## src/rtl/keep_seq_pkg.sv

```systemverilog
// Shared types and helpers for the keep-lane sequencer: FIFO entry layout, FSM states,
// and the lowest-set-bit lane encoder.
package keep_seq_pkg;

  localparam int unsigned KEEP_W      = 4;
  localparam int unsigned KEEP_LANE_W = $clog2(KEEP_W);

  typedef struct packed {
    logic              last;
    logic [KEEP_W-1:0] keep;
  } keep_entry_t;

  typedef enum logic [0:0] {
    IDLE,
    EMIT
  } seq_state_e;

  // Returns 0 for an all-zero mask; callers flag that case separately as null.
  function automatic logic [KEEP_LANE_W-1:0] lowest_lane(input logic [KEEP_W-1:0] mask);
    logic [KEEP_LANE_W-1:0] idx;
    idx = '0;
    for (int i = KEEP_W - 1; i >= 0; i--) begin
      if (mask[i]) idx = KEEP_LANE_W'(i);
    end
    return idx;
  endfunction

  function automatic logic at_most_one(input logic [KEEP_W-1:0] mask);
    return (mask & (mask - KEEP_W'(1))) == '0;
  endfunction

endpackage

```

## src/rtl/keep_fifo.sv

```systemverilog
// Simple synchronous FIFO holding {last, keep} entries; pointers wrap modulo the depth.
module keep_fifo #(
  parameter int unsigned T_DATA_RATIO = 5,
  parameter int unsigned DATA_DEPTH   = 8
) (
  input  logic                    clk_i,
  input  logic                    rst_ni,
  input  logic                    push_i,
  input  logic [T_DATA_RATIO-1:0] data_i,
  input  logic                    pop_i,
  output logic [T_DATA_RATIO-1:0] data_o,
  output logic                    full_o,
  output logic                    empty_o
);

  localparam int unsigned AW = $clog2(DATA_DEPTH);
  localparam int unsigned CW = $clog2(DATA_DEPTH + 1);

  logic [T_DATA_RATIO-1:0] mem_q [DATA_DEPTH];
  logic [AW-1:0]           wr_ptr_q;
  logic [AW-1:0]           rd_ptr_q;
  logic [CW-1:0]           cnt_q;

  // Storage is not reset; stale contents are unreachable once the pointers clear.
  always_ff @(posedge clk_i) begin
    if (push_i) mem_q[wr_ptr_q] <= data_i;
  end

  always_ff @(posedge clk_i or negedge rst_ni) begin
    if (!rst_ni) begin
      wr_ptr_q <= '0;
      rd_ptr_q <= '0;
      cnt_q    <= '0;
    end else begin
      if (push_i) wr_ptr_q <= wr_ptr_q + AW'(1);
      if (pop_i) rd_ptr_q <= rd_ptr_q + AW'(1);
      if (push_i && !pop_i) begin
        cnt_q <= cnt_q + CW'(1);
      end else if (pop_i && !push_i) begin
        cnt_q <= cnt_q - CW'(1);
      end
    end
  end

  assign data_o  = mem_q[rd_ptr_q];
  assign full_o  = cnt_q == CW'(DATA_DEPTH);
  assign empty_o = cnt_q == '0;

endmodule

```

## src/rtl/keep_lane_sequencer.sv

```systemverilog
// Buffers wide-beat keep/last sideband and walks each keep mask lowest-lane-first,
// emitting one narrow lane select per cycle with the narrow-stream last flag.
module keep_lane_sequencer
  import keep_seq_pkg::*;
#(
  parameter int unsigned T_DATA_RATIO = KEEP_W,
  parameter int unsigned DATA_DEPTH   = 8
) (
  input  logic                              clk,
  input  logic                              rst,
  input  logic [T_DATA_RATIO-1:0]           s_keep_i,
  input  logic                              s_last_i,
  input  logic                              s_valid_i,
  output logic                              s_ready_o,
  output logic [$clog2(T_DATA_RATIO)-1:0]   m_lane_o,
  output logic                              m_null_o,
  output logic                              m_last_o,
  output logic                              m_valid_o,
  input  logic                              m_ready_i,
  output logic [$clog2(DATA_DEPTH+1)-1:0]   level_o
);

  localparam int unsigned LANE_W = $clog2(T_DATA_RATIO);
  localparam int unsigned LVL_W  = $clog2(DATA_DEPTH + 1);
  localparam logic [LVL_W-1:0] FULL_LVL = LVL_W'(DATA_DEPTH);

  seq_state_e              state_q;
  logic [T_DATA_RATIO-1:0] mask_q;
  logic [T_DATA_RATIO-1:0] mask_rest;
  logic                    last_q;
  logic [LVL_W-1:0]        level_q;
  logic [LVL_W-1:0]        level_d;
  logic                    accept;
  logic                    push;
  logic                    pop;
  logic                    have_entry;
  logic                    final_beat;
  keep_entry_t             wr_entry;
  keep_entry_t             rd_entry;
  logic                    fifo_full;
  logic                    fifo_empty;
  logic [LANE_W-1:0]       ld_lane;
  logic                    ld_null;
  logic                    ld_last;

  assign s_ready_o  = level_q < FULL_LVL;
  assign accept     = s_valid_i & s_ready_o;
  // Zero-keep non-last beats carry nothing downstream and are dropped here.
  assign push       = accept & (s_last_i | (|s_keep_i));
  assign have_entry = level_q != '0;
  assign mask_rest  = mask_q & (mask_q - T_DATA_RATIO'(1));
  assign final_beat = mask_rest == '0;
  assign level_o    = level_q;

  assign wr_entry = keep_entry_t'{last: s_last_i, keep: s_keep_i};
  assign ld_lane  = lowest_lane(rd_entry.keep);
  assign ld_null  = rd_entry.keep == '0;
  assign ld_last  = rd_entry.last & at_most_one(rd_entry.keep);

  always_comb begin
    pop = 1'b0;
    unique case (state_q)
      IDLE:    pop = have_entry;
      EMIT:    pop = m_ready_i & final_beat & have_entry;
      default: pop = 1'b0;
    endcase
  end

  always_comb begin
    level_d = level_q;
    if (push && !pop) begin
      level_d = level_q + LVL_W'(1);
    end else if (pop && !push) begin
      level_d = level_q - LVL_W'(1);
    end
  end

  always_ff @(posedge clk or posedge rst) begin
    if (rst) begin
      state_q   <= IDLE;
      mask_q    <= '0;
      last_q    <= 1'b0;
      level_q   <= '0;
      m_valid_o <= 1'b0;
      m_lane_o  <= '0;
      m_null_o  <= 1'b0;
      m_last_o  <= 1'b0;
    end else begin
      level_q <= level_d;
      unique case (state_q)
        IDLE: begin
          if (pop) begin
            state_q   <= EMIT;
            mask_q    <= rd_entry.keep;
            last_q    <= rd_entry.last;
            m_valid_o <= 1'b1;
            m_lane_o  <= ld_lane;
            m_null_o  <= ld_null;
            m_last_o  <= ld_last;
          end
        end
        EMIT: begin
          if (m_ready_i) begin
            if (!final_beat) begin
              mask_q   <= mask_rest;
              m_lane_o <= lowest_lane(mask_rest);
              m_null_o <= 1'b0;
              m_last_o <= last_q & at_most_one(mask_rest);
            end else if (pop) begin
              // Back-to-back reload keeps the narrow stream bubble-free across entries.
              mask_q   <= rd_entry.keep;
              last_q   <= rd_entry.last;
              m_lane_o <= ld_lane;
              m_null_o <= ld_null;
              m_last_o <= ld_last;
            end else begin
              state_q   <= IDLE;
              mask_q    <= '0;
              last_q    <= 1'b0;
              m_valid_o <= 1'b0;
              m_lane_o  <= '0;
              m_null_o  <= 1'b0;
              m_last_o  <= 1'b0;
            end
          end
        end
      endcase
    end
  end

  keep_fifo #(
    .T_DATA_RATIO(T_DATA_RATIO + 1),
    .DATA_DEPTH  (DATA_DEPTH)
  ) u_keep_fifo (
    .clk_i  (clk),
    .rst_ni (~rst),
    .push_i (push),
    .data_i (wr_entry),
    .pop_i  (pop),
    .data_o (rd_entry),
    .full_o (fifo_full),
    .empty_o(fifo_empty)
  );

  // The occupancy counter mirrors the FIFO, so its flags only guard against misuse.
  a_fifo_legal : assert property (@(posedge clk) disable iff (rst)
    !(push && fifo_full) && !(pop && fifo_empty));

endmodule
```

## config.mk

```make
export PLATFORM = sky130hd
export DESIGN_NAME = keep_lane_sequencer
export DESIGN_NICKNAME = d
export VERILOG_FILES = /design/src/rtl/keep_seq_pkg.sv /design/src/rtl/keep_fifo.sv /design/src/rtl/keep_lane_sequencer.sv
export SDC_FILE = /design/constraint.sdc
export NUM_CORES = 1
export LEC_CHECK = 0
export CAP_MARGIN = 30
export CORE_MARGIN = 8
export CORE_UTILIZATION = 50
export DETAILED_ROUTE_END_ITERATION = 10
export GPL_ROUTABILITY_DRIVEN = 0
export MAX_ROUTING_LAYER = met4
export PLACE_DENSITY_LB_ADDON = 0.05
export SLEW_MARGIN = 20
export SYNTH_ARGS = -nofsm -noshare
export SYNTH_HDL_FRONTEND = slang
export SYNTH_SLANG_ARGS = --single-unit
```

## constraint.sdc

```tcl
create_clock -name clk -period 3 [get_ports clk]
set_input_delay 0.75 -clock clk [delete_from_list [all_inputs] [get_ports clk]]
set_output_delay 0.75 -clock clk [all_outputs]
set_load 0.01 [all_outputs]
```

-- After elaboration in Yosys (flattened, before gate mapping)
Memories as Yosys holds them, arrays and structs flattened.
Cells that the tools add are included.
- memories: 1
- input bits: 9
- word-level logic and storage cells: 95
- bits in writable memories: 40
- output and inout port bits: 10
- register bits: 21
- memories (memory ; depth ; bits a word ; read ports ; clocked after memory_dff ; write ports ; line ; source):
    u_keep_fifo.mem_q ; 8 ; 5 ; 1 ; 0 ; 1 ; keep_fifo.sv:19 ; logic [T_DATA_RATIO-1:0] mem_q [DATA_DEPTH];
- multiplexer cells: 47
- add/subtract/negate cells: 7
- magnitude comparators: 1
- reduce and logical (&&, ||, !) cells: 14
- bitwise gates (word level): 11
- eq/ne operators: 4
- operator list (cell ; count):
    2-bit 2-to-1 mux ; 12
    4-bit 2-to-1 mux ; 6
    1-bit 2-to-1 mux ; 21
    4-bit zero test ; 4
    4-bit by 1-bit subtractor with 4-bit output, second input constant ; 4
    4-bit AND ; 3
    1-bit case mux with 2 select lines ; 6
    4-bit case mux with 2 select lines ; 1
    3-bit by 1-bit adder with 3-bit output, second input constant ; 2
    1-bit AND ; 6
    4-bit by 1-bit adder with 4-bit output, second input constant ; 1
    4-bit less-than comparator, second input constant ; 1
    2-bit by 1-bit != test with 1-bit output, second input constant ; 2
    2-bit != test, second input constant ; 2
    2-bit case mux with 2 select lines ; 1
    4-bit AND reduction ; 1
    4-bit nonzero test ; 1
    4-bit OR reduction ; 1
    3-bit AND reduction ; 1
    1-bit logical AND ; 2
    1-bit zero test ; 2
    2-bit AND reduction ; 1
    2-bit nonzero test ; 1
    1-bit inverter ; 1
    1-bit bitwise OR ; 1

-- Logic depth before layout (Yosys ltp)
Gate-level depths: netlist (run 1).
- depth after elaboration: 10
- mapped depth: 12
- gate-level depth less buffers: 11

-- Cells and area by module
A second synthesis (run 1) with hierarchy kept.
- cell total of the unflattened synthesis: 231
- area total of the unflattened synthesis: 3160.5 µm²
- by module, submodules not included (module ; area an instance (µm²) ; cells each ; seq. area each (µm²) ; instances):
    keep_fifo ; 2145.8 ; 118 ; 1451.4 ; 1
    keep_lane_sequencer ; 1014.7 ; 113 ; 375.4 ; 1

-- Least setup slack after synthesis (run 1)
Ideal clock, no wire load.
- path kind: input-to-reg
- from: input port s_keep_i[0]
- to: register level_q[3], in the netlist level_o[3]
- data required time: 2876 ps
- setup time: 124 ps
- arrival time: 2733 ps
- setup slack: 143 ps
- cell stages on the path: 11
- buffers on the path: 0
- cells stage by stage: or4_1 > o21ai_1 > inv_2 > ha_1 > inv_1 > ha_1 > a21o_1 > a21oi_1 > xnor2_1 > nor2_1 > xnor2_1
- longest elaborated chain between the ends: 6
- elaborated cells between the ends (all ways): 8
- those cells by class: mux (1); bitwise (2); reduce/logical (5)
- RTL lines (element ; line ; source):
    start, declared ; keep_lane_sequencer.sv:11 ; input logic [T_DATA_RATIO-1:0] s_keep_i,
    4-bit OR reduction (*) ; keep_lane_sequencer.sv:49 ; assign push = accept & (s_last_i | (|s_keep_i));
    1-bit bitwise OR (*) ; keep_lane_sequencer.sv:49 ;
    1-bit AND (*) ; keep_lane_sequencer.sv:49 ;
    via push ; keep_lane_sequencer.sv:34 ; logic push;
    1-bit zero test ; n/a ;
    1-bit logical AND ; n/a ;
    2-bit nonzero test (no source line) ; n/a ;
    end signal, assigned ; keep_lane_sequencer.sv:89 ; level_q <= level_d;
    end, declared ; keep_lane_sequencer.sv:31 ; logic [LVL_W-1:0] level_q;
Mark *: on every way through the listed nets, which the timed path passes. The rest lies on a longest branch.
A chain may end at the register's enable or synchronous reset.

-- Final worst setup path (run 1)
- from: input port s_last_i
- to: register level_q[3], in the netlist level_o[3]
- longest elaborated chain between the ends: 5
- elaborated cells between the ends (all ways): 7
- those cells by class: mux (1); bitwise (2); reduce/logical (4)
- RTL lines (element ; line ; source):
    start, declared ; keep_lane_sequencer.sv:12 ; input logic s_last_i,
    1-bit bitwise OR (*) ; keep_lane_sequencer.sv:49 ;
    1-bit AND (*) ; keep_lane_sequencer.sv:49 ;
    via push ; keep_lane_sequencer.sv:34 ;
    1-bit zero test ; n/a ;
    1-bit logical AND ; n/a ;
    2-bit nonzero test (no source line) ; n/a ;
Marked as above.

==> flow_summary.yaml, run 1 <==
sta:
  slew_headroom: 0.469
  post-route-period-util: 0.960
  slew_viol_final: 0
  fin_crit_ns: 2.88
  clock.fmax_mhz: 347
  worst_pin_slew_ns: 0.796
  setup_viol: 0
  skew_ns: 0.0123
  hold_viol: 0
drt:
  routed_via_density: 5.52
  wl_per_cell_um: 17.9
  drc: 0
  firstDrtPassIters: 4
  drt.antenna.violating_nets: 0
  wirelength_mm: 5.55
  drtIter0Drc: 74
  vias: 1707
cts:
  clock_sinks: 61
  cts_tree: "yes"
  clk_latency_ns: 0.33
  cts.path.max_buffers: 2
  clk_pin_slew_ns: 0.07
  cts-root-buf: "clkbuf_8"
  cts_buffers: 9
  htreeDepth: 3
  cts_setup_buffers: 0
setup_path:
  r2r_cells: 11
  worstPathCellList: "clkdlybuf4s50_1 > or4_4 > o21ai_1 > buf_4 > inv_2 > ha_1 > inv_1 > ha_1 > a21o_1 > a21oi_2 > xnor2_1 > nor2_1 > xnor2_1"
  end_kind: "flip-flop"
  cp-start-kind: "input pin"
  path_class: "input pin to flip-flop"
  crit_fanout: 3
  slowest_stage: "clkdlybuf4s50_1"
  cp.arrival_ns: 3.09
  max_stage_delay_ns: 0.47
  cp.required_ns: 3.21
grt:
  grt_first_pass_wirelength_mm: 9.16
  track_usage: 0.147
  grt_pass1_vias: 1773
  grt_antenna_before_repair: 0
  grt-ovfl-total: 0
  grt_max_degree: 22
yosys:
  synth_edf_count: 40
  synthTopCellsByArea: "edfxtp_1 42%, dfrtp_1 19%, mux4_2 8.0%"
  ys_seq_area_frac: 0.610
  yosysTopAreaCellShare: 0.424
  yosysTopAreaCell: "edfxtp_1"
  synthesis.nets: 211
  ys_seq_elements: 61
  synth_cells: 196
  avgSynthCellArea_um2: 14.5
  syn_area_um2: 2830
  ys.flop_type: "edfxtp_1"
  ys_warn_count: 0
  async_reset_ff_frac: 0.344
  ys_types: 50
power_and_ir_drop:
  p_seq_frac: 0.379
  power_leakage_nw: 1.26
  comb_power_share: 0.421
  switchingPower_mw: 1.26
  peakVddDrop_mv: 0.520
  finalPower_mw: 3.56
  internal_power_mw: 2.29
  p_sw_frac: 0.355
  powerDensity_nw_per_um2: 1050
  clockPowerShare: 0.200
min_path:
  min_path_type: "flip-flop to flip-flop"
  holdPathStages: 1
run:
  cap_violations: 0
layout:
  layout-drive-gt1-share: 0.245
  antenna_cells: 0
  area_growth_syn_to_layout_pct: 19.2
  final_common_cell: "edfxtp_1"
  final_cell_mix: "40 x edfxtp_1, 21 x dfrtp_1, 16 x clkdlybuf4s50_1, 16 x buf_4, 14 x nand2_1"
  layout.nets: 247
  finish.utilization: 0.613
die:
  start_util: 0.514
  die-area_um2: 8330
  ioPinCount: 19
  core.rowCount: 27
  core_area_um2: 5510
  fp.dieH_um: 91.3
  die_w_um: 91.3
placed_design:
  port_buffers: 18
  place_hpwl_mm: 3.98
status:
  status: "finished, final reports clean"
what timing repair did:
item                                    in CTS  in global routing
hold endpoints to repair                     0                  0
gates resized for setup                      2                  2
endpoints found under the setup margin       2                  1
hold buffers                                 0                  0
per-layer routing:
metal,part of all wire,global-route usage
met5,0,-
met4,0.014,0.0668
met3,0.039,0.0288
met2,0.47,0.218
met1,0.48,0.191
cell families (layout without fill, tap and decap cells):
| kind of cell | Yosys count | after routing | synth area share |
|---|---|---|---|
| AOI/OAI and AO/OA | 34 | 34 | 0.0813 |
| xor gates and xnor gates | 10 | 10 | 0.0309 |
| adders and majority gates | 7 | 7 | 0.0327 |
| buffers and inverters | 17 | 58 | 0.0278 |
| DFF | 61 | 61 | 0.610 |
| muxes | 19 | 19 | 0.128 |
| and+or+nand+nor | 48 | 48 | 0.0897 |
through the flow:
step | area (µm²) | std cells | setup WS (ns) | setup TNS [ns] | hold slack, ns
after floorplan | 2830 | 196 | 0.143 | 0 | 0.457
after global placement | 3170 | 293 | -0.424 | -1.04 | 0.475
after detailed placement | 3170 | 293 | -0.486 | -1.21 | 0.483
after CTS | 3370 | 309 | 0.0684 | 0 | 0.498
after global routing | 3380 | 309 | -0.000265 | -0.000265 | 0.532
final | 3380 | 309 | 0.120 | 0 | 0.504
path summary, 6_finish.rpt:
kind,startpoint,endpoint,slack [ns]
worst max register to register,mask_q[0]$_DFFE_PP0P_,level_o[3]$_DFFE_PP0P_,0.42
worst max-delay path,s_last_i,level_o[3]$_DFFE_PP0P_,0.12
max in group asynchronous,rst,u_keep_fifo.rd_ptr_q[1]$_DFFE_PP0P_,1.62
worst min-delay path,u_keep_fifo.wr_ptr_q[2]$_DFFE_PP0P_,u_keep_fifo.wr_ptr_q[2]$_DFFE_PP0P_,0.50
worst min register to register,u_keep_fifo.wr_ptr_q[2]$_DFFE_PP0P_,u_keep_fifo.wr_ptr_q[2]$_DFFE_PP0P_,0.50
min in group asynchronous,rst,u_keep_fifo.wr_ptr_q[1]$_DFFE_PP0P_,0.87
synth_stat cells (all sizes together) (2+ instances only):
cell type	n
ha	5
nor3	3
mux2i	4
clkbuf	5
mux2	5
o21ai	14
dfrtp	21
or4	2
nor2b	4
xor2	3
nand2b	4
nor4bb	2
edfxtp	40
nand3	2
nor2	12
mux4	10
a31o	2
a21oi	7
buf	4
nand2	14
o211ai	2
inv	8
xnor2	7
a21o	2
power by group through the flow:
stage | clock network, mW | registers [mW] | logic (mW)
2_1_floorplan | 0 | 1.23 | 1.15
3_3_place_gp | 0 | 1.35 | 1.45
3_5_place_dp | 0 | 1.36 | 1.49
4_1_cts | 0.728 | 1.35 | 1.50
5_1_grt | 0.765 | 1.39 | 1.65
6_report | 0.712 | 1.35 | 1.50
area by class of cell:
type / instances / area, µm²
sequential: 61 / 1730
clock buffer: 9 / 124
timing repair buffer: 34 / 298
multi-input combinational: 118 / 1030
clock inverter: 7 / 73.8
tap: 72 / 90.1
inverter: 8 / 30.0
fill: 431 / 2130
registers in the layout (all words and copies together) (netlist names):
signal / count
u_keep_fifo.mem_q: 40
last_q: 1
m_last_o: 1
u_keep_fifo.rd_ptr_q: 3
level_o: 4
m_lane_o: 2
u_keep_fifo.wr_ptr_q: 3
mask_q: 4
state_q: 1
m_null_o: 1
m_valid_o: 1
critical path, delay by kind of cell:
kind / cells / cell delay, ns
buf+inv: 4 / 0.73
simple gates: 2 / 0.52
fa+ha+maj: 2 / 0.42
xor+xnor: 2 / 0.24
compound gates: 3 / 0.43
Note: power is estimated with default switching activity, not from simulation.
==> run 2, diff against run 1 <==
--- a/config.mk
+++ b/config.mk
@@ -10,6 +10,7 @@
 export CORE_UTILIZATION = 50
 export DETAILED_ROUTE_END_ITERATION = 10
 export GPL_ROUTABILITY_DRIVEN = 0
+export HOLD_SLACK_MARGIN = 0.03
 export MAX_ROUTING_LAYER = met4
 export PLACE_DENSITY_LB_ADDON = 0.05
 export SLEW_MARGIN = 20
==> results of run 2 <==
Same layout as run 1: the final DEF is identical, and so are final timing and power.
